**src/rtl/i2c_slave_tx_shifter_if.sv**
```systemverilog
// Signal bundle between user logic, the slave byte writer and the tx shifter.
// master = user/byte-writer side, slave = the shifter itself.
interface i2c_slave_tx_shifter_if #(
   parameter int unsigned DEPTH = 2
) ();
   localparam int unsigned LW = $clog2(DEPTH + 1);

   logic [7:0]    tx_data;
   logic          tx_valid;
   logic          tx_ready;
   logic          start;
   logic          load;
   logic          finish;
   logic          flush;
   logic          data;
   logic          busy;
   logic          byte_sent;
   logic          underrun;
   logic          proto_err;
   logic [LW-1:0] level;

   modport master (
      output tx_data, tx_valid, start, load, finish, flush,
      input  tx_ready, data, busy, byte_sent, underrun, proto_err, level
   );

   modport slave (
      input  tx_data, tx_valid, start, load, finish, flush,
      output tx_ready, data, busy, byte_sent, underrun, proto_err, level
   );
endinterface

```
**src/rtl/i2c_slave_tx_shifter.sv**
```systemverilog
// Byte FIFO feeding an MSB-first shift register, advanced one bit per load pulse
// from the slave byte writer; idle/flushed output is 1 so SDA stays released.
module i2c_slave_tx_shifter #(
   parameter int unsigned DEPTH     = 2,
   parameter logic [7:0]  FILL_BYTE = 8'hFF
) (
   input logic                   clock,
   input logic                   reset,
   i2c_slave_tx_shifter_if.slave bus
);
   localparam int unsigned LW = $clog2(DEPTH + 1);
   localparam int unsigned PW = (DEPTH > 1) ? $clog2(DEPTH) : 1;

   typedef enum logic {StIdle, StShift} state_e;

   state_e        state_q;
   logic [7:0]    mem_q [DEPTH];
   logic [PW-1:0] wr_ptr_q;
   logic [PW-1:0] rd_ptr_q;
   logic [LW-1:0] level_q;
   logic [7:0]    shreg_q;
   logic [2:0]    bit_cnt_q;
   logic          byte_sent_q;
   logic          underrun_q;
   logic          proto_err_q;
   logic          tx_ready;
   logic          push;
   logic          pop;

   // tx_ready derives from the registered level, so a full FIFO never accepts a push.
   assign tx_ready = (level_q != LW'(DEPTH));
   assign push     = bus.tx_valid && tx_ready && !bus.flush;
   assign pop      = (state_q == StIdle) && bus.start && (level_q != '0) && !bus.flush;

   always_ff @(posedge clock) begin
      if (reset) begin
         state_q     <= StIdle;
         wr_ptr_q    <= '0;
         rd_ptr_q    <= '0;
         level_q     <= '0;
         shreg_q     <= 8'hFF;
         bit_cnt_q   <= '0;
         byte_sent_q <= 1'b0;
         underrun_q  <= 1'b0;
         proto_err_q <= 1'b0;
      end else begin
         byte_sent_q <= 1'b0;
         underrun_q  <= 1'b0;
         proto_err_q <= 1'b0;
         if (bus.flush) begin
            wr_ptr_q  <= '0;
            rd_ptr_q  <= '0;
            level_q   <= '0;
            shreg_q   <= 8'hFF;
            bit_cnt_q <= '0;
            state_q   <= StIdle;
         end else begin
            if (push) begin
               mem_q[wr_ptr_q] <= bus.tx_data;
               wr_ptr_q        <= (wr_ptr_q == PW'(DEPTH - 1)) ? '0 : wr_ptr_q + 1'b1;
            end
            if (pop) begin
               rd_ptr_q <= (rd_ptr_q == PW'(DEPTH - 1)) ? '0 : rd_ptr_q + 1'b1;
            end
            case ({push, pop})
               2'b10:   level_q <= level_q + 1'b1;
               2'b01:   level_q <= level_q - 1'b1;
               default: level_q <= level_q;
            endcase

            case (state_q)
               StIdle: begin
                  // start beats a coincident load here; that load is not an error.
                  if (bus.start) begin
                     shreg_q    <= (level_q != '0) ? mem_q[rd_ptr_q] : FILL_BYTE;
                     underrun_q <= (level_q == '0);
                     bit_cnt_q  <= '0;
                     state_q    <= StShift;
                  end else if (bus.load) begin
                     proto_err_q <= 1'b1;
                  end
               end
               StShift: begin
                  if (bus.start) begin
                     proto_err_q <= 1'b1;
                  end
                  if (bus.load) begin
                     shreg_q <= {shreg_q[6:0], 1'b1};
                     if (bit_cnt_q == 3'd7) begin
                        bit_cnt_q   <= '0;
                        byte_sent_q <= 1'b1;
                        state_q     <= StIdle;
                     end else begin
                        bit_cnt_q <= bit_cnt_q + 1'b1;
                        if (bus.finish) begin
                           proto_err_q <= 1'b1;
                        end
                     end
                  end
               end
               default: state_q <= StIdle;
            endcase
         end
      end
   end

   assign bus.tx_ready  = tx_ready;
   assign bus.data      = shreg_q[7];
   assign bus.busy      = (state_q == StShift);
   assign bus.byte_sent = byte_sent_q;
   assign bus.underrun  = underrun_q;
   assign bus.proto_err = proto_err_q;
   assign bus.level     = level_q;
endmodule

```
**src/flat_wrapper.sv**
```systemverilog
// flat-port wrapper written by rule: the top's interface ports become plain ports
module i2c_slave_tx_shifter_flat 
#(
   parameter int unsigned DEPTH     = 2,
   parameter logic [7:0]  FILL_BYTE = 8'hFF
)
  (clock, reset, bus_tx_data, bus_tx_valid, bus_start, bus_load, bus_finish, bus_flush, bus_tx_ready, bus_data, bus_busy, bus_byte_sent, bus_underrun, bus_proto_err, bus_level);
  i2c_slave_tx_shifter_if #(.DEPTH(DEPTH)) bus_i ();
  input logic clock;
  input logic reset;
  input wire logic [$bits(bus_i.tx_data)-1:0] bus_tx_data;
  input wire logic [$bits(bus_i.tx_valid)-1:0] bus_tx_valid;
  input wire logic [$bits(bus_i.start)-1:0] bus_start;
  input wire logic [$bits(bus_i.load)-1:0] bus_load;
  input wire logic [$bits(bus_i.finish)-1:0] bus_finish;
  input wire logic [$bits(bus_i.flush)-1:0] bus_flush;
  output wire logic [$bits(bus_i.tx_ready)-1:0] bus_tx_ready;
  output wire logic [$bits(bus_i.data)-1:0] bus_data;
  output wire logic [$bits(bus_i.busy)-1:0] bus_busy;
  output wire logic [$bits(bus_i.byte_sent)-1:0] bus_byte_sent;
  output wire logic [$bits(bus_i.underrun)-1:0] bus_underrun;
  output wire logic [$bits(bus_i.proto_err)-1:0] bus_proto_err;
  output wire logic [$bits(bus_i.level)-1:0] bus_level;
  assign bus_i.tx_data = bus_tx_data;
  assign bus_i.tx_valid = bus_tx_valid;
  assign bus_i.start = bus_start;
  assign bus_i.load = bus_load;
  assign bus_i.finish = bus_finish;
  assign bus_i.flush = bus_flush;
  assign bus_tx_ready = bus_i.tx_ready;
  assign bus_data = bus_i.data;
  assign bus_busy = bus_i.busy;
  assign bus_byte_sent = bus_i.byte_sent;
  assign bus_underrun = bus_i.underrun;
  assign bus_proto_err = bus_i.proto_err;
  assign bus_level = bus_i.level;
  i2c_slave_tx_shifter #(.DEPTH(DEPTH), .FILL_BYTE(FILL_BYTE)) u_core (.clock(clock), .reset(reset), .bus(bus_i));
endmodule
```
**config.mk**
```make
export PLATFORM = sky130hd
export DESIGN_NAME = i2c_slave_tx_shifter_flat
export DESIGN_NICKNAME = d
export VERILOG_FILES = /design/src/rtl/i2c_slave_tx_shifter_if.sv /design/src/rtl/i2c_slave_tx_shifter.sv /design/src/flat_wrapper.sv
export SDC_FILE = /design/constraint.sdc
export NUM_CORES = 1
export LEC_CHECK = 0
export CORE_UTILIZATION = 45
export CTS_BUF_LIST = sky130_fd_sc_hd__clkbuf_4 sky130_fd_sc_hd__clkbuf_8
export DETAILED_ROUTE_END_ITERATION = 10
export PLACE_DENSITY = 0.78
export SLEW_MARGIN = 20
export SYNTH_ARGS = -nofsm -noshare
export SYNTH_HDL_FRONTEND = slang
export SYNTH_SLANG_ARGS = --single-unit
```
**constraint.sdc**
```tcl
create_clock -name clock -period 3.9 [get_ports clock]
set_input_delay 0.78 -clock clock [delete_from_list [all_inputs] [get_ports clock]]
set_output_delay 0.78 -clock clock [all_outputs]
set_load 0.01 [all_outputs]
```
# Word-level counts from Yosys, hierarchy flattened
# Memories as Yosys holds them, arrays and structs flattened. A register that Yosys moved wholly into a read port is not among the register bits.
# Index checks and enable logic that the tools add are counted.
# word_totals
in_bits	15
rom_bits	0
out_inout_bits	8
latchBits	0
ramBits	16
mem_count	1
register_bits	19
elab_cells	65
# memory_table
memory	words	word_bits	read_ports	rd_clocked_by_memory_dff	wr	line_no	text
u_core.mem_q	2	8	1	1	1	i2c_slave_tx_shifter.sv:17	logic [7:0] mem_q [DEPTH];
# op_classes
addsub	5
div_mod_pow	0
reduce_logical	13
eq_ne	6
mux	28
order_cmp	0
n_bitwise	3
shifts	0
multipliers	0
# ops
cell	n
$mux 8	3
$mux 1	17
$pmux 8 s2	1
$mux 3	3
$reduce_or 4->1	2
$ne 2x2->1 const B	3
$pmux 3 s2	1
$logic_and 1x1->1	5
$pmux 1 s2	2
$pmux 2 s2	1
$reduce_bool 2->1	2
$add 3x1->3 const B	1
$eq 3x3->1 const B	1
$not 1->1	3
$add 1x1->1 const B	2
$add 2x1->2 const B	1
$eq 2x1->1 const B	1
$eq 2x2->1 const B	1
$logic_not 2->1	1
$reduce_and 2->1	1
$reduce_or 2->1	1
$sub 2x1->2 const B	1
$logic_not 1->1	1

# Depth between registers and ports, before layout
# Gate-level depths: netlist (run 1).
# depth
depth_word	7
ltp_mapped	7
mapped_depth_nobuf	6

# Least setup slack after synthesis (run 1)
# OpenSTA, ideal clock, no wires.
# synth_timing
path_kind	input port to flip-flop
from	input port reset
to	memory u_core.mem_q[1][0], enable pin
arrival_time_ns	1.874
stages	3
path_slack_ns	1.643
cell_sequence	or2_2 > clkbuf_1 > nor3_1
# synth_via
elab_chain_len	2
# synth_rtl
element	line_no	text
from (decl)	flat_wrapper.sv:10	input logic reset;
$mux 1	i2c_slave_tx_shifter.sv:36	if (reset) begin
$mux 1 (not written as such)	i2c_slave_tx_shifter.sv:59	mem_q[wr_ptr_q] <= bus.tx_data;
to (decl)	i2c_slave_tx_shifter.sv:17	
# Every way passes these cells.

# Worst setup path in the final report (run 1)
# layout_timing
from	register u_core.level_q[1], in the netlist u_core.bus.level[1]
to	output port bus_tx_ready
# layout_via
elab_chain_len	1
# layout_rtl
element	line_no	text
from (decl)	i2c_slave_tx_shifter.sv:20	logic [LW-1:0] level_q;
from (signal assigned)	i2c_slave_tx_shifter.sv:66	2'b10: level_q <= level_q + 1'b1;
from (signal assigned)	i2c_slave_tx_shifter.sv:67	2'b01: level_q <= level_q - 1'b1;
from (signal assigned)	i2c_slave_tx_shifter.sv:68	default: level_q <= level_q;
$ne 2x2->1	i2c_slave_tx_shifter.sv:31	assign tx_ready = (level_q != LW'(DEPTH));
to (decl)	flat_wrapper.sv:17	output wire logic [$bits(bus_i.tx_ready)-1:0] bus_tx_ready;
# Every way passes these cells.

==> results of run 1 <==
## cells in the final DEF, fill, tap and decap left out
master | netlist | routed
xnor2_1 | 1 | 1
dfxtp_1 | 20 | 20
ha_1 | 3 | 3
nand2b_4 | 1 | 1
clkdlybuf4s50_1 | 0 | 22
mux2_2 | 7 | 7
xor2_1 | 1 | 1
nand3_1 | 2 | 2
mux2i_1 | 1 | 1
nor2b_1 | 1 | 1
nor2_1 | 9 | 9
o21bai_1 | 1 | 1
edfxtp_1 | 16 | 16
nand2b_1 | 1 | 1
a32oi_1 | 3 | 3
o21ai_0 | 10 | 10
nand2_1 | 3 | 3
clkbuf_8 | 0 | 1
o22ai_1 | 7 | 7
o211a_1 | 1 | 1
nor3_1 | 4 | 4
a32o_1 | 1 | 1
or2_2 | 2 | 2
a21boi_0 | 1 | 1
and2b_2 | 1 | 1
buf_4 | 0 | 2
or3_1 | 3 | 3
mux2i_4 | 1 | 1
inv_1 | 4 | 4
clkbuf_4 | 0 | 7
a21oi_1 | 12 | 12
## cells in the mapped netlist (4+ instances only)
cell / number / area share (%)
nor3_1: 4 / 1.4
o21ai_0: 10 / 3.4
a21oi_1: 12 / 4.1
edfxtp_1: 16 / 33
mux2_2: 7 / 5.4
nor2_1: 9 / 2.3
inv_1: 4 / 1.0
o22ai_1: 7 / 3.0
dfxtp_1: 20 / 27
## report_power, final
part	internal (mW)	total, mW	switching, mW
Sequential	0.403	0.409	0.00612
Clock	0.103	0.216	0.114
Combinational	0.0314	0.0589	0.0275
Total	0.537	0.684	0.147
## per-layer routing
metal | track usage, % | share of wire, % | vias to the layer above
met1 | 20.11 | 43 | 470
met2 | 27.11 | 50 | 19
met4 | 10.20 | 2.2 | 0
met3 | 6.374 | 4.0 | 8
met5 | 0 | 0 | -
li1 | - | - | 504
## flip-flops by register name (all words and copies together) (netlist names), named ones only
register / count
u_core.bus.proto_err: 1
u_core.bus.underrun: 1
u_core.mem_q: 16
u_core.bus.level: 2
u_core.wr_ptr_q: 1
u_core.rd_ptr_q: 1
u_core.bus.byte_sent: 1
u_core.shreg_q: 8
u_core.bus.busy: 1
u_core.bit_cnt_q: 3
## per-stage QoR
step | hold slack, ns | worst slack [ns]
final | 0.4766 | 1.536
after global routing | 0.5007 | 1.402
after CTS | 0.4802 | 1.520
after detailed placement | 0.4573 | 1.318
after global placement | 0.4487 | 1.357
after floorplan | 0.4393 | 1.643
## kinds of logic (layout without fill, tap and decap cells)
logic type               count (synthesis)  after routing  share of synthesized area, %
XOR/XNOR                                 2              2                         1.201
multiplexers                             9              9                         7.633
adder cells (fa/ha/maj)                  3              3                         2.573
AND/OR/NAND/NOR                         27             27                         9.692
flip-flops                              36             36                         60.38
buffers and inverters                   10             36                         3.773
AO/OA/AOI/OAI                           36             36                         14.75
## critical path, delay by kind of cell (launching register included)
kind	cells	cell delay [ns]
flops	1	0.42
simple gates	1	0.24
buf+inv	2	0.58
## final cells by class
type                            count  area share [%]
Sequential cell                    36           49.61
Multi-Input combinational cell     77           29.46
Inverter                            4          0.8457
Tap cell                           44           3.101
Clock buffer                        8           3.735
Timing Repair Buffer               24           13.25
## final timing paths
path / endpoint / slack (ns) / cells past startpoint
worst max-delay path: bus_tx_ready / 1.54 / 3
worst min-delay path: u_core.shreg_q[7] / 0.48 / 2
worst max register to register: u_core.bus.level[1] / 2.07 / 5
worst min register to register: u_core.shreg_q[7] / 0.48 / 2
==> impl_metrics.csv, run 1 <==
group,metric,value,unit
finish,num-fill-cells,265,
clocking,cts_made_buffers,5,
synth,netlist_area,0.001459,mm2
route,firstDrtPassIters,4,
critical_path,cp_cell_sequence,"nor2b_1, inv_1, clkdlybuf4s50_1",
synth,async_reset_ff_share,0,%
sta,slew-limit-headroom,63.83,%
critical_path,end_kind,"output port",
clocking,clk_pin_slew_worst_paths,0.10,ns
sta,worst_clock_skew,0.01292,ns
clocking,cts_buffer_depth,2,
grt,grt_pass1_wl,4243,um
synth,synth_edf_count,16,
placement,placed_area,0.001709,mm2
synth,syn_area_per_cell,11.86,um2
route,drc,0,
grt,first_global_vias,959,
clocking,htreeDepth,2,
grt,grt_usage,17.24,%
sta,setup-violations-final,0,
synth,synth_cell_types,31,
die,die_area,0.003474,mm2
placement,dpl.hpwl,1687,um
power_and_ir_drop,power.total,0.6840,mW
clocking,postCtsSetupRepairBufs,0,
placement,routabilityCongestion,0.7075,
finish,synthToLayoutAreaGrowth,21.70,%
route,first_iter_violations,29,
synth,yosysSeqAreaShare,60.38,%
sta,period_minus_slack,2.364,ns
route,drt-total-wl,2446,um
sta,finalHoldViolCount,0,
finish,drive_gt1_share,14.77,%
sta,worst_pin_slew,0.5415,ns
grt,grt_max_degree,21,
critical_path,crit_required,3.12,ns
die,ios,23,
die,die_height,58.94,um
sta,final_max_slew_viol_count,0,
critical_path,cp_max_fo,7,
route,wire_per_inst,12.67,um
finish,instances_no_fill,193,
synth,yosys_warnings,0,
clocking,clock-root-buffer,"clkbuf_4",
placement,port_buffers,22,
critical_path,worst_setup_path_start_kind,"register",
clocking,cts.sinks,36,
clocking,clock_latency,0.34,ns
critical_path,r2r_start,"u_core.bus.level[0]",
die,core_area,0.003053,mm2
finish,regArea,880.8,um2
placement,dpl.cell_count,185,
job,drv_cap,0,
critical_path,crit_path_start,"u_core.bus.level[1]",
clocking,postCtsHoldBufs,0,
die,die_w,58.94,um
power_and_ir_drop,p_leak,0.6317,nW
finish,final_area,0.001775,mm2
finish,final_nets,166,
synth,synth-seq-cells,36,
synth,syn_nets,141,
die,start_util,47.79,%
grt,grt_overflow,0,
power_and_ir_drop,p_per_area,385.2,mW/mm2
grt,antenna_found_initial,0,
die,rows,20,
critical_path,slowest_stage,"clkdlybuf4s50_1",
synth,ys.flop_type,"dfxtp_1",
route,drtAntennaViolNets,0,
finish,antenna_cells,0,
route,vias_per_cell,5.187,
finish,multi_input_area,523.0,um2
critical_path,worstSetupPathType,"reg -> out",
critical_path,slowest_delay,0.49,ns
synth,synth_cells,123,
sta,fin_crit_sh,60.62,%
min_path,hold_path.class,"reg -> reg",
sta,fmax,423.0,MHz
finish,finish.utilization,58.16,%
power_and_ir_drop,max-vdd-ir-drop,0.2030,mV
route,via_count,1001,
run_status,status,"completed",
sta,rsz0062_at_grt,"no",
sta,finalSetupTns,0,ns
clocking,cts-resized-gates,0,
critical_path,cp_data_arrival_time,1.58,ns
min_path,min_from,"u_core.shreg_q[7]",
clocking,cts_tree,"yes",
(Power assumes the default switching activity.)
==> inputs of run 2 (changes only) <==
--- a/config.mk
+++ b/config.mk
@@ -8,7 +8,7 @@
 export CORE_UTILIZATION = 45
 export CTS_BUF_LIST = sky130_fd_sc_hd__clkbuf_4 sky130_fd_sc_hd__clkbuf_8
 export DETAILED_ROUTE_END_ITERATION = 10
-export PLACE_DENSITY = 0.78
+export PLACE_DENSITY = 0.8
 export SLEW_MARGIN = 20
 export SYNTH_ARGS = -nofsm -noshare
 export SYNTH_HDL_FRONTEND = slang
==> constraint.sdc (replaced) <==
create_clock -name clock -period 2.15 [get_ports clock]
set_input_delay 0.43 -clock clock [delete_from_list [all_inputs] [get_ports clock]]
set_output_delay 0.43 -clock clock [all_outputs]
set_load 0.01 [all_outputs]
==> impl_metrics.csv, run 2 (same netlist as run 1, synthesis figures left out) <==
group,metric,value,unit
run_status,status,"completed",
finish,largest_register_ff_count,16,
sta,final_max_slew_viol_count,0,
power_and_ir_drop,p_switching,0.2800,mW
power_and_ir_drop,p_sw_share,22.84,%
grt,first_global_vias,993,
route,drc,0,
clocking,cts_made_buffers,5,
die,rows,20,
critical_path,worst_setup_path_start_kind,"register",
die,die_area,0.003474,mm2
finish,final_area,0.001804,mm2
power_and_ir_drop,p_comb_share,9.5,%
die,die_height,58.94,um
min_path,whs_path_depth,2,
sta,slew-limit-headroom,64.89,%
clocking,htreeDepth,2,
clocking,clk_pin_slew_worst_paths,0.10,ns
sta,fin_crit_sh,93.92,%
route,first_iter_violations,25,
power_and_ir_drop,power.total,1.226,mW
placement,dpl.hpwl,1860,um
sta,period_minus_slack,2.019,ns
placement,dpl.cell_count,190,
critical_path,crit_required,1.72,ns
critical_path,cp_cell_sequence,"nor2b_1, inv_1, clkdlybuf4s50_1",
critical_path,cp_data_arrival_time,1.59,ns
grt,grt_overflow,0,
finish,finish.utilization,59.10,%
job,drv_cap,0,
grt,grt_usage,18.03,%
critical_path,rr_worst_depth,5,
finish,final_cell_mix,"22 x clkdlybuf4s50_1, 20 x dfxtp_1, 16 x edfxtp_1",
route,firstDrtPassIters,4,
finish,antenna_cells,0,
die,ios,23,
finish,num-fill-cells,274,
clocking,cts_buffer_depth,2,
sta,setup-violations-final,0,
min_path,hold_path.class,"reg -> reg",
critical_path,cp_max_fo,7,
die,die_w,58.94,um
power_and_ir_drop,pwr-share-seq,60.3,%
finish,largest_register,"u_core.mem_q",
power_and_ir_drop,p_leak,0.6522,nW
sta,rsz0062_at_grt,"no",
finish,synthToLayoutAreaGrowth,23.67,%
sta,worst_clock_skew,0.005005,ns
route,drt-total-wl,2603,um
sta,fmax,495.2,MHz
route,via_count,1023,
finish,final_nets,171,
route,vias_per_cell,5.167,
power_and_ir_drop,internal-power,0.9456,mW
placement,placed_area,0.001747,mm2
power_and_ir_drop,p_per_area,679.3,mW/mm2
power_and_ir_drop,max-vdd-ir-drop,0.4005,mV
clocking,cts.sinks,36,
finish,instances_no_fill,198,
die,core_area,0.003053,mm2
clocking,postCtsSetupRepairBufs,0,
route,drtAntennaViolNets,0,
clocking,cts_tree,"yes",
critical_path,worstSetupPathType,"reg -> out",
clocking,clock-root-buffer,"clkbuf_4",
clocking,clock_latency,0.34,ns
route,wire_per_inst,13.15,um
grt,grt_max_degree,19,
finish,final_common_cell,"clkdlybuf4s50_1",
power_and_ir_drop,clock_power_share,30.2,%
finish,drive_gt1_share,17.53,%
critical_path,slowest_stage,"clkdlybuf4s50_1",
grt,grt_pass1_wl,4402,um
die,start_util,47.79,%
placement,routabilityCongestion,0.6884,
finish,reg.largest.list,"u_core.mem_q: 16 flops, u_core.shreg_q: 8 flops, u_core.bit_cnt_q: 3 flops",
placement,port_buffers,22,
critical_path,slowest_delay,0.48,ns
sta,finalSetupTns,0,ns
sta,worst_pin_slew,0.5256,ns
clocking,cts-resized-gates,0,
grt,antenna_found_initial,0,
clocking,postCtsHoldBufs,0,
critical_path,end_kind,"output port",
sta,finalHoldViolCount,0,
## run 2: cell types whose count changed in the layout (fill, tap and decap cells not counted), sizes merged
cell and change:
clkbuf -1, clkinv +1, buf +5
## run 2: final timing paths
| path | from | endpoint | slack, ns |
|---|---|---|---|
| worst max-delay path | u_core.bus.level[1] | bus_tx_ready | 0.13 |
| worst min-delay path | u_core.shreg_q[2] | u_core.shreg_q[2] | 0.49 |
| worst max register to register | u_core.bus.level[0] | u_core.bus.level[1] | 0.37 |
| worst min register to register | u_core.shreg_q[2] | u_core.shreg_q[2] | 0.49 |
## run 2: final cells by class
class                      count  area, um2  share of cell area, %
sequential                    36      880.8                  48.82
multi-input combinational     77      523.0                  28.99
timing repair buffer          29      272.8                  15.12
tap                           44      55.05                  3.051
clock buffer                   7      52.55                  2.913
inverter                       4      15.01                 0.8322
clock inverter                 1      5.005                 0.2774
## run 2: power by group through the flow
| stage | registers (mW) | logic [mW] | clock network, mW |
|---|---|---|---|
| after floorplan | 0.754 | 0.0608 | 0 |
| after CTS | 0.739 | 0.118 | 0.378 |
| final | 0.739 | 0.117 | 0.370 |
| after detailed placement | 0.755 | 0.117 | 0 |
| after global placement | 0.754 | 0.113 | 0 |
| after global routing | 0.741 | 0.128 | 0.415 |
## run 2: worst max-delay path: cells and delay by family, from the launching register on
| kind | cells | cell delay, ns |
|---|---|---|
| buf+inv | 2 | 0.57 |
| flops | 1 | 0.44 |
| simple gates | 1 | 0.23 |
## run 2: layer usage
metal / vias up / global-route usage (%) / wire, um
met2: 20 / 28.90 / 1274
met3: 6 / 6.593 / 98
li1: 518 / - / -
met1: 479 / 20.94 / 1166
met4: 0 / 9.864 / 63
met5: - / 0 / 0
## run 2: metrics by stage
stage	setup slack (ns)	hold slack, ns
2_1_floorplan	0.2429	0.4393
3_3_place_gp	-0.01579	0.4484
3_5_place_dp	-0.06221	0.4696
4_1_cts	0.1274	0.4936
5_1_grt	0.02980	0.5169
6_report	0.1308	0.4929
==> inputs of run 3 (changes only) <==
--- a/config.mk
+++ b/config.mk
@@ -5,6 +5,7 @@
 export SDC_FILE = /design/constraint.sdc
 export NUM_CORES = 1
 export LEC_CHECK = 0
+export CORE_ASPECT_RATIO = 0.8
 export CORE_UTILIZATION = 45
 export CTS_BUF_LIST = sky130_fd_sc_hd__clkbuf_4 sky130_fd_sc_hd__clkbuf_8
 export DETAILED_ROUTE_END_ITERATION = 10
==> impl_metrics.csv, run 3 (same netlist as run 1, synthesis figures left out) <==
group,metric,value,unit
run_status,status,"completed",
critical_path,worstSetupPathType,"reg -> out",
critical_path,r2r_start,"u_core.bus.level[0]",
finish,multi_input_area,523.0,um2
sta,fmax,522.1,MHz
clocking,postCtsHoldBufs,0,
die,die_w,65.66,um
placement,dpl.hpwl,1737,um
finish,num-fill-cells,235,
sta,setup_slack,0.2345,ns
finish,final_common_cell,"clkdlybuf4s50_1",
critical_path,cp_max_fo,7,
min_path,whs_path_depth,2,
sta,fin_crit_sh,89.09,%
die,core_area,0.003085,mm2
clocking,htreeDepth,2,
critical_path,r2r_end,"u_core.bus.level[1]",
finish,drive_gt1_share,18.06,%
finish,reg.largest.list,"u_core.mem_q: 16 flops, u_core.shreg_q: 8 flops, u_core.bit_cnt_q: 3 flops",
clocking,clock_latency,0.29,ns
power_and_ir_drop,p_leak,0.6751,nW
critical_path,rrSetupSlack,0.38,ns
die,start_util,47.28,%
finish,regArea,880.8,um2
critical_path,cp_data_arrival_time,1.49,ns
sta,slew-limit-headroom,64.25,%
die,ios,23,
finish,antenna_cells,0,
critical_path,path_delay_family,"buffers and inverters",
grt,first_global_vias,946,
clocking,cts_tree,"yes",
sta,worst_pin_slew,0.5351,ns
min_path,hold_path.class,"reg -> reg",
sta,final_max_slew_viol_count,0,
grt,grt_pass1_wl,4008,um
clocking,cts.sinks,36,
route,via_count,1012,
sta,holdWs,0.4721,ns
critical_path,cp_cell_sequence,"nor2b_1, inv_1, clkdlybuf4s50_1",
clocking,postCtsSetupRepairBufs,0,
grt,antenna_found_initial,0,
clocking,cts_buffer_depth,2,
placement,port_buffers,22,
critical_path,end_kind,"output port",
sta,period_minus_slack,1.915,ns
critical_path,worst_setup_path_start_kind,"register",
critical_path,slowest_delay,0.54,ns
power_and_ir_drop,p_per_area,772.2,mW/mm2
critical_path,crit_required,1.72,ns
sta,setup-violations-final,0,
min_path,hold_path_end,"u_core.shreg_q[2]",
route,drtAntennaViolNets,0,
route,wire_per_inst,12.54,um
min_path,min_from,"u_core.shreg_q[2]",
finish,largest_register,"u_core.mem_q",
route,vias_per_cell,5.190,
route,drc,0,
die,die_height,52.93,um
grt,grt_overflow,0,
route,firstDrtPassIters,4,
critical_path,rr_worst_depth,5,
clocking,cts_made_buffers,5,
clocking,clk_pin_slew_worst_paths,0.07,ns
sta,worst_clock_skew,0.003767,ns
finish,synthToLayoutAreaGrowth,27.53,%
placement,routabilityCongestion,0.6960,
grt,grt_max_degree,19,
finish,final_nets,172,
critical_path,slowest_stage,"clkdlybuf4s50_1",
job,drv_cap,0,
power_and_ir_drop,max-vdd-ir-drop,0.3573,mV
finish,final_cell_mix,"22 x clkdlybuf4s50_1, 20 x dfxtp_1, 16 x edfxtp_1",
route,first_iter_violations,31,
sta,rsz0062_at_grt,"no",
sta,finalHoldViolCount,0,
die,rows,18,
clocking,clock-root-buffer,"clkbuf_8",
placement,dp_worst_setup_slack,-0.02230,ns
clocking,cts-resized-gates,0,
critical_path,path_buf_inv,2,
die,die_area,0.003475,mm2
grt,grt_usage,16.60,%
finish,largest_register_ff_count,16,
route,drt-total-wl,2445,um
-- run 3: cell count changes in the layout (fill, tap and decap cells not counted), sizes merged --
| cell | delta |
|---|---|
| buf | +1 |
| clkinvlp | +1 |
| clkbuf | -2 |
| bufinv | +1 |
-- run 3: final cells by class --
type | instances | share of cell area (%)
clock buffer | 5 | 3.699
clock inverter | 3 | 2.286
inverter | 4 | 0.8070
multi-input combinational | 77 | 28.11
sequential | 36 | 47.34
tap | 40 | 2.690
timing repair buffer | 30 | 15.06
-- run 3: worst reg2reg max path, stage by stage, from the launching register on --
cell	delay, ns
dfxtp_1	0.46
nor2b_1	0.10
or3_1	0.32
ha_1	0.29
or3_1	0.37
a21oi_1	0.15
-- run 3: power by group --
| group | switching [mW] | internal, mW |
|---|---|---|
| clock | 0.237 | 0.343 |
| combinational | 0.0535 | 0.0640 |
| sequential | 0.00882 | 0.731 |
| total | 0.300 | 1.14 |
-- run 3: worst max-delay path by stage --
| stage | slack, ns | from | cells past startpoint | end |
|---|---|---|---|---|
| after floorplan | 0.24 | reset | 3 | u_core.mem_q[1][0] |
| after global placement | 0.02 | bus_tx_valid | 6 | u_core.bus.level[1] |
| after detailed placement | -0.02 | bus_tx_valid | 6 | u_core.bus.level[1] |
| after CTS | 0.21 | u_core.bus.level[0] | 3 | bus_tx_ready |
| after global routing | 0.12 | u_core.bus.level[0] | 3 | bus_tx_ready |
| final | 0.23 | u_core.bus.level[0] | 3 | bus_tx_ready |
-- run 3: metrics by stage --
stage | instance area (um2) | utilization (%) | cells | total power [mW] | TNS, ns
2_1_floorplan | 1459 | - | 123 | 0.8153 | 0
3_3_place_gp | 1749 | 56.69 | 187 | 0.8670 | 0
4_1_cts | 1861 | 60.30 | 195 | 1.450 | 0
6_report | 1861 | 60.30 | 195 | 1.437 | 0
5_1_grt | 1861 | 60.30 | 195 | 1.486 | 0
3_5_place_dp | 1749 | 56.69 | 187 | 0.8724 | -0.02230
-- run 3: per-layer routing --
layer | GRT usage, % | share of wire (%) | vias up
li1 | - | - | 518
met1 | 19.29 | 46 | 472
met2 | 26.02 | 48 | 17
met3 | 5.172 | 4.2 | 5
met4 | 11.96 | 1.8 | 0
met5 | 0 | 0 | -
==> patch 1 (settings of run 3) <==
`DEPTH` is set to 2 in 3 places; all go to 8.
--- a/src/rtl/i2c_slave_tx_shifter_if.sv
+++ b/src/rtl/i2c_slave_tx_shifter_if.sv
@@ -2,5 +2,5 @@
 // master = user/byte-writer side, slave = the shifter itself.
 interface i2c_slave_tx_shifter_if #(
-   parameter int unsigned DEPTH = 2
+   parameter int unsigned DEPTH = 8
 ) ();
    localparam int unsigned LW = $clog2(DEPTH + 1);
--- a/src/rtl/i2c_slave_tx_shifter.sv
+++ b/src/rtl/i2c_slave_tx_shifter.sv
@@ -2,5 +2,5 @@
 // from the slave byte writer; idle/flushed output is 1 so SDA stays released.
 module i2c_slave_tx_shifter #(
-   parameter int unsigned DEPTH     = 2,
+   parameter int unsigned DEPTH     = 8,
    parameter logic [7:0]  FILL_BYTE = 8'hFF
 ) (
--- a/src/flat_wrapper.sv
+++ b/src/flat_wrapper.sv
@@ -2,5 +2,5 @@
 module i2c_slave_tx_shifter_flat 
 #(
-   parameter int unsigned DEPTH     = 2,
+   parameter int unsigned DEPTH     = 8,
    parameter logic [7:0]  FILL_BYTE = 8'hFF
 )
Ports: changed (resized bus_level); port bits go from 23 to 25. The function was not compared with the original's and may differ.
==> patch 1 against run 3 <==
The run now ends with negative setup slack left; synthesized area grew to 2.6 times the old value; sequential share of layout area is 7.3 points higher; cell area rose by 140%; setup slack worse by 0.35 ns; synthesized cell count up 93%; critical path depth grew 7; wire length rose to 2.9 times the old value; hold slack worse by 0.0031 ns; sequential power rose to 2.6 times the old value; total power grew 130%; sequential cell count rose by 56; count of clock-buffer cells in the layout grew 5; combinational power grew 45%; critical endpoint is now u_core.bus.level[2]; largest cell class unchanged; highest routed layer unchanged.
==> patch 1: results (changes against run 3) <==
| Metric | Value |
|---|---|
| Largest net degree at the start of global routing | `22 (+3)` |
| Post-DP HPWL | `4490 um (+160%)` |
| Synth Area in Adders | `0.0302 (+0.00451)` |
| Sequential area share after synthesis | `0.667 (+0.0629)` |
| Die area | `8640 um^2 (+150%)` |
| Status | `complete, but fails checks` |
| WL/cell | `17.2 um (+37%)` |
| Max reg flops | `64 (+48)` |
| Inverters | `2 (-2)` |
| Final worst slack | `-0.118 ns (-0.352 ns)` |
| Seq/total area | `0.547 (+0.0733)` |
| Post-synthesis xor/xnor area fraction | `0.00706 (-0.00495)` |
| Signal buffers share of area | `0.105 (-0.0459)` |
| Placed Area | `4300 um^2 (+150%)` |
| Final setup fails | `1 (+1)` |
| Clk slew on worst S/H paths | `0.10 ns (+0.03 ns)` |
| Clock buf count | `10 (+5)` |
| GR met3 Demand/Resource | `0.0463 (-0.00541)` |
| Met1 Routed Length | `3110 um (+170%)` |
| Share of cells above drive strength 1 | `0.249 (+0.0685)` |
| GRT Total Usage | `0.168 (+0.00242)` |
| Synth area leaders | `edfxtp_1 (52%), dfxtp_1 (15%), mux4_1 (5.6%)` |
| H-tree lvl count | `3 (+1)` |
| Final wirelength | `6970 um (+190%)` |
| Violated checks | `negative setup slack` |
| Final clock-cell share | `0.0454 (-0.0145)` |
| Setup TNS | `-0.118 ns (-0.118 ns)` |
| Clk_lat worst skew | `0.36 ns (+0.07 ns)` |
| Placed cell count | `388 (+110%)` |
| Synth top cells by count | `edfxtp_1 (64), dfxtp_1 (28), a21oi_1 (23)` |
[patch 1: path summary, 6_finish.rpt]
check        cells after the start             endpoint           startpoint  slack (ns)
max                             10  u_core.bus.level[2]  u_core.bus.level[0]       -0.12
min                              1    u_core.shreg_q[5]    u_core.shreg_q[5]        0.47
max reg2reg                     10  u_core.bus.level[2]  u_core.bus.level[0]       -0.12
min reg2reg                      1    u_core.shreg_q[5]    u_core.shreg_q[5]        0.47
[patch 1: worst max-delay path, stage by stage, from the launching register on]
cell and delay [ns]:
dfxtp_2 0.33, or4b_4 0.57, nand2_4 0.08, or2_4 0.13, ha_4 0.13, xor2_1 0.15, ha_2 0.19, a21oi_2 0.04
xor2_1 0.15, or3_1 0.33, a21oi_2 0.12
[patch 1: cells by family after synthesis]
logic type / count (synthesis)
buffers and inverters: 13
and+or+nand+nor: 54
xor gates and xnor gates: 3
adders and majority gates: 9
muxes: 27
DFF: 92
AOI/OAI and AO/OA: 40
==> patch 2 (flow settings as in run 3) <==
Made on the original files. `FILL_BYTE` is set to 8'hFF in 2 places; all go to 8'hBF.
--- a/src/rtl/i2c_slave_tx_shifter.sv
+++ b/src/rtl/i2c_slave_tx_shifter.sv
@@ -3,5 +3,5 @@
 module i2c_slave_tx_shifter #(
    parameter int unsigned DEPTH     = 2,
-   parameter logic [7:0]  FILL_BYTE = 8'hFF
+   parameter logic [7:0]  FILL_BYTE = 8'hBF
 ) (
    input logic                   clock,
--- a/src/flat_wrapper.sv
+++ b/src/flat_wrapper.sv
@@ -3,5 +3,5 @@
 #(
    parameter int unsigned DEPTH     = 2,
-   parameter logic [7:0]  FILL_BYTE = 8'hFF
+   parameter logic [7:0]  FILL_BYTE = 8'hBF
 )
   (clock, reset, bus_tx_data, bus_tx_valid, bus_start, bus_load, bus_finish, bus_flush, bus_tx_ready, bus_data, bus_busy, bus_byte_sent, bus_underrun, bus_proto_err, bus_level);
Check against the original RTL: not equivalent (a bounded check fails within 4 cycles, from zero or initial values).
==> patch 2 against run 3 <==
Sequential cell count unchanged; cell area down 1.1%; critical path depth unchanged; sequential power hardly changed; wire length grew 9.0%; hold slack gained 0.0077 ns; synthesized area about the same; setup slack lost 0.025 ns; count of clock-buffer cells in the layout is 1 higher; total power down 8.7%; largest cell class unchanged; largest power group unchanged.
==> patch 2: results (changes against run 3) <==
| Metric | Value |
|---|---|
| Flop pwr share | `0.565 (+0.050)` |
| Status | `finished clean` |
| Critical Path AT | `1.51 ns (+0.02 ns)` |
| WL/cell | `13.6 um (+8.4%)` |
| CP Launch Point | `u_core.bus.level[1]` |
| Hold slack | `0.480 ns (+0.00772 ns)` |
| Post-placement worst setup slack | `-0.0333 ns (-0.0110 ns)` |
| Number of global-route vias before repair | `962 (+1.7%)` |
| Fraction of area in multi-input gates | `0.285 (+0.00393)` |
| Leakage power | `0.672 nW (-0.48%)` |
| Routed via count | `1004 (-0.79%)` |
| Number of non-clock buffers | `31 (+3.3%)` |
| First-pass GRT wire length | `4400 um (+9.8%)` |
| Layout Skew | `0.00366 ns (-0.000102 ns)` |
| P_int | `1.03 mW (-9.5%)` |
| NumNets Final | `174 (+1.2%)` |
| Slew margin rel. | `0.653 (+0.0103)` |
| GR met3 Demand/Resource | `0.0841 (+0.0323)` |
| Post-DP HPWL | `1900 um (+9.4%)` |
| Synth area leaders | `edfxtp_1 (33%), dfxtp_1 (27%), mux2_2 (5.4%)` |
| Path depth of the worst reg2reg path | `6 (+1)` |
| Met1 GRT Util | `0.215 (+0.0217)` |
| Total power | `1.31 mW (-8.7%)` |
| Placed Area | `1760 um^2 (+0.50%)` |
| Sequential area share after synthesis | `0.604 (about the same)` |
| DR vias/cell | `5.12 (-1.3%)` |
| Clk pwr | `0.449 mW (-23%)` |
| Final period util | `0.902 (+0.0116)` |
| GRT Total Usage | `0.185 (+0.0188)` |
| Fillcell total | `251 (+6.8%)` |
| Synth top cells by count | `dfxtp_1 (20), edfxtp_1 (16), a21oi_1 (11)` |
| #MultiIn Comb | `78 (+1.3%)` |
| Area occupied by multi-input gates | `524 um^2 (+0.24%)` |
| Share of cells above drive strength 1 | `0.173 (-0.00757)` |
| Met3 wire len | `139 um (+36%)` |
| Net Count, Synth | `143 (+1.4%)` |
| DR WL met2 | `1250 um (+7.1%)` |
## patch 2: how the worst min path moves through the flow
stage                      start                end  cells after the start
6_report       u_core.shreg_q[6]  u_core.shreg_q[6]                      2
5_1_grt        u_core.shreg_q[6]  u_core.shreg_q[6]                      2
4_1_cts        u_core.shreg_q[3]  u_core.shreg_q[3]                      2
3_5_place_dp   u_core.shreg_q[3]  u_core.shreg_q[3]                      2
3_3_place_gp   u_core.shreg_q[3]  u_core.shreg_q[3]                      2
2_1_floorplan  u_core.shreg_q[6]  u_core.shreg_q[6]                      2
## patch 2: cell families after synthesis
kind of cell | synth area share
buffers and inverters | 0.0360
xor gates and xnor gates | 0.0120
adders and majority gates | 0.0258
and+or+nand+nor | 0.105
muxes | 0.0764
AOI/OAI and AO/OA | 0.141
DFF | 0.604
## patch 2: worst reg2reg max path, stage by stage (launching register included)
cell and delay (ns):
dfxtp_1 0.47, nor2b_1 0.11, or3_1 0.32, ha_1 0.21, xnor2_1 0.15, or3_1 0.31, a21oi_1 0.14
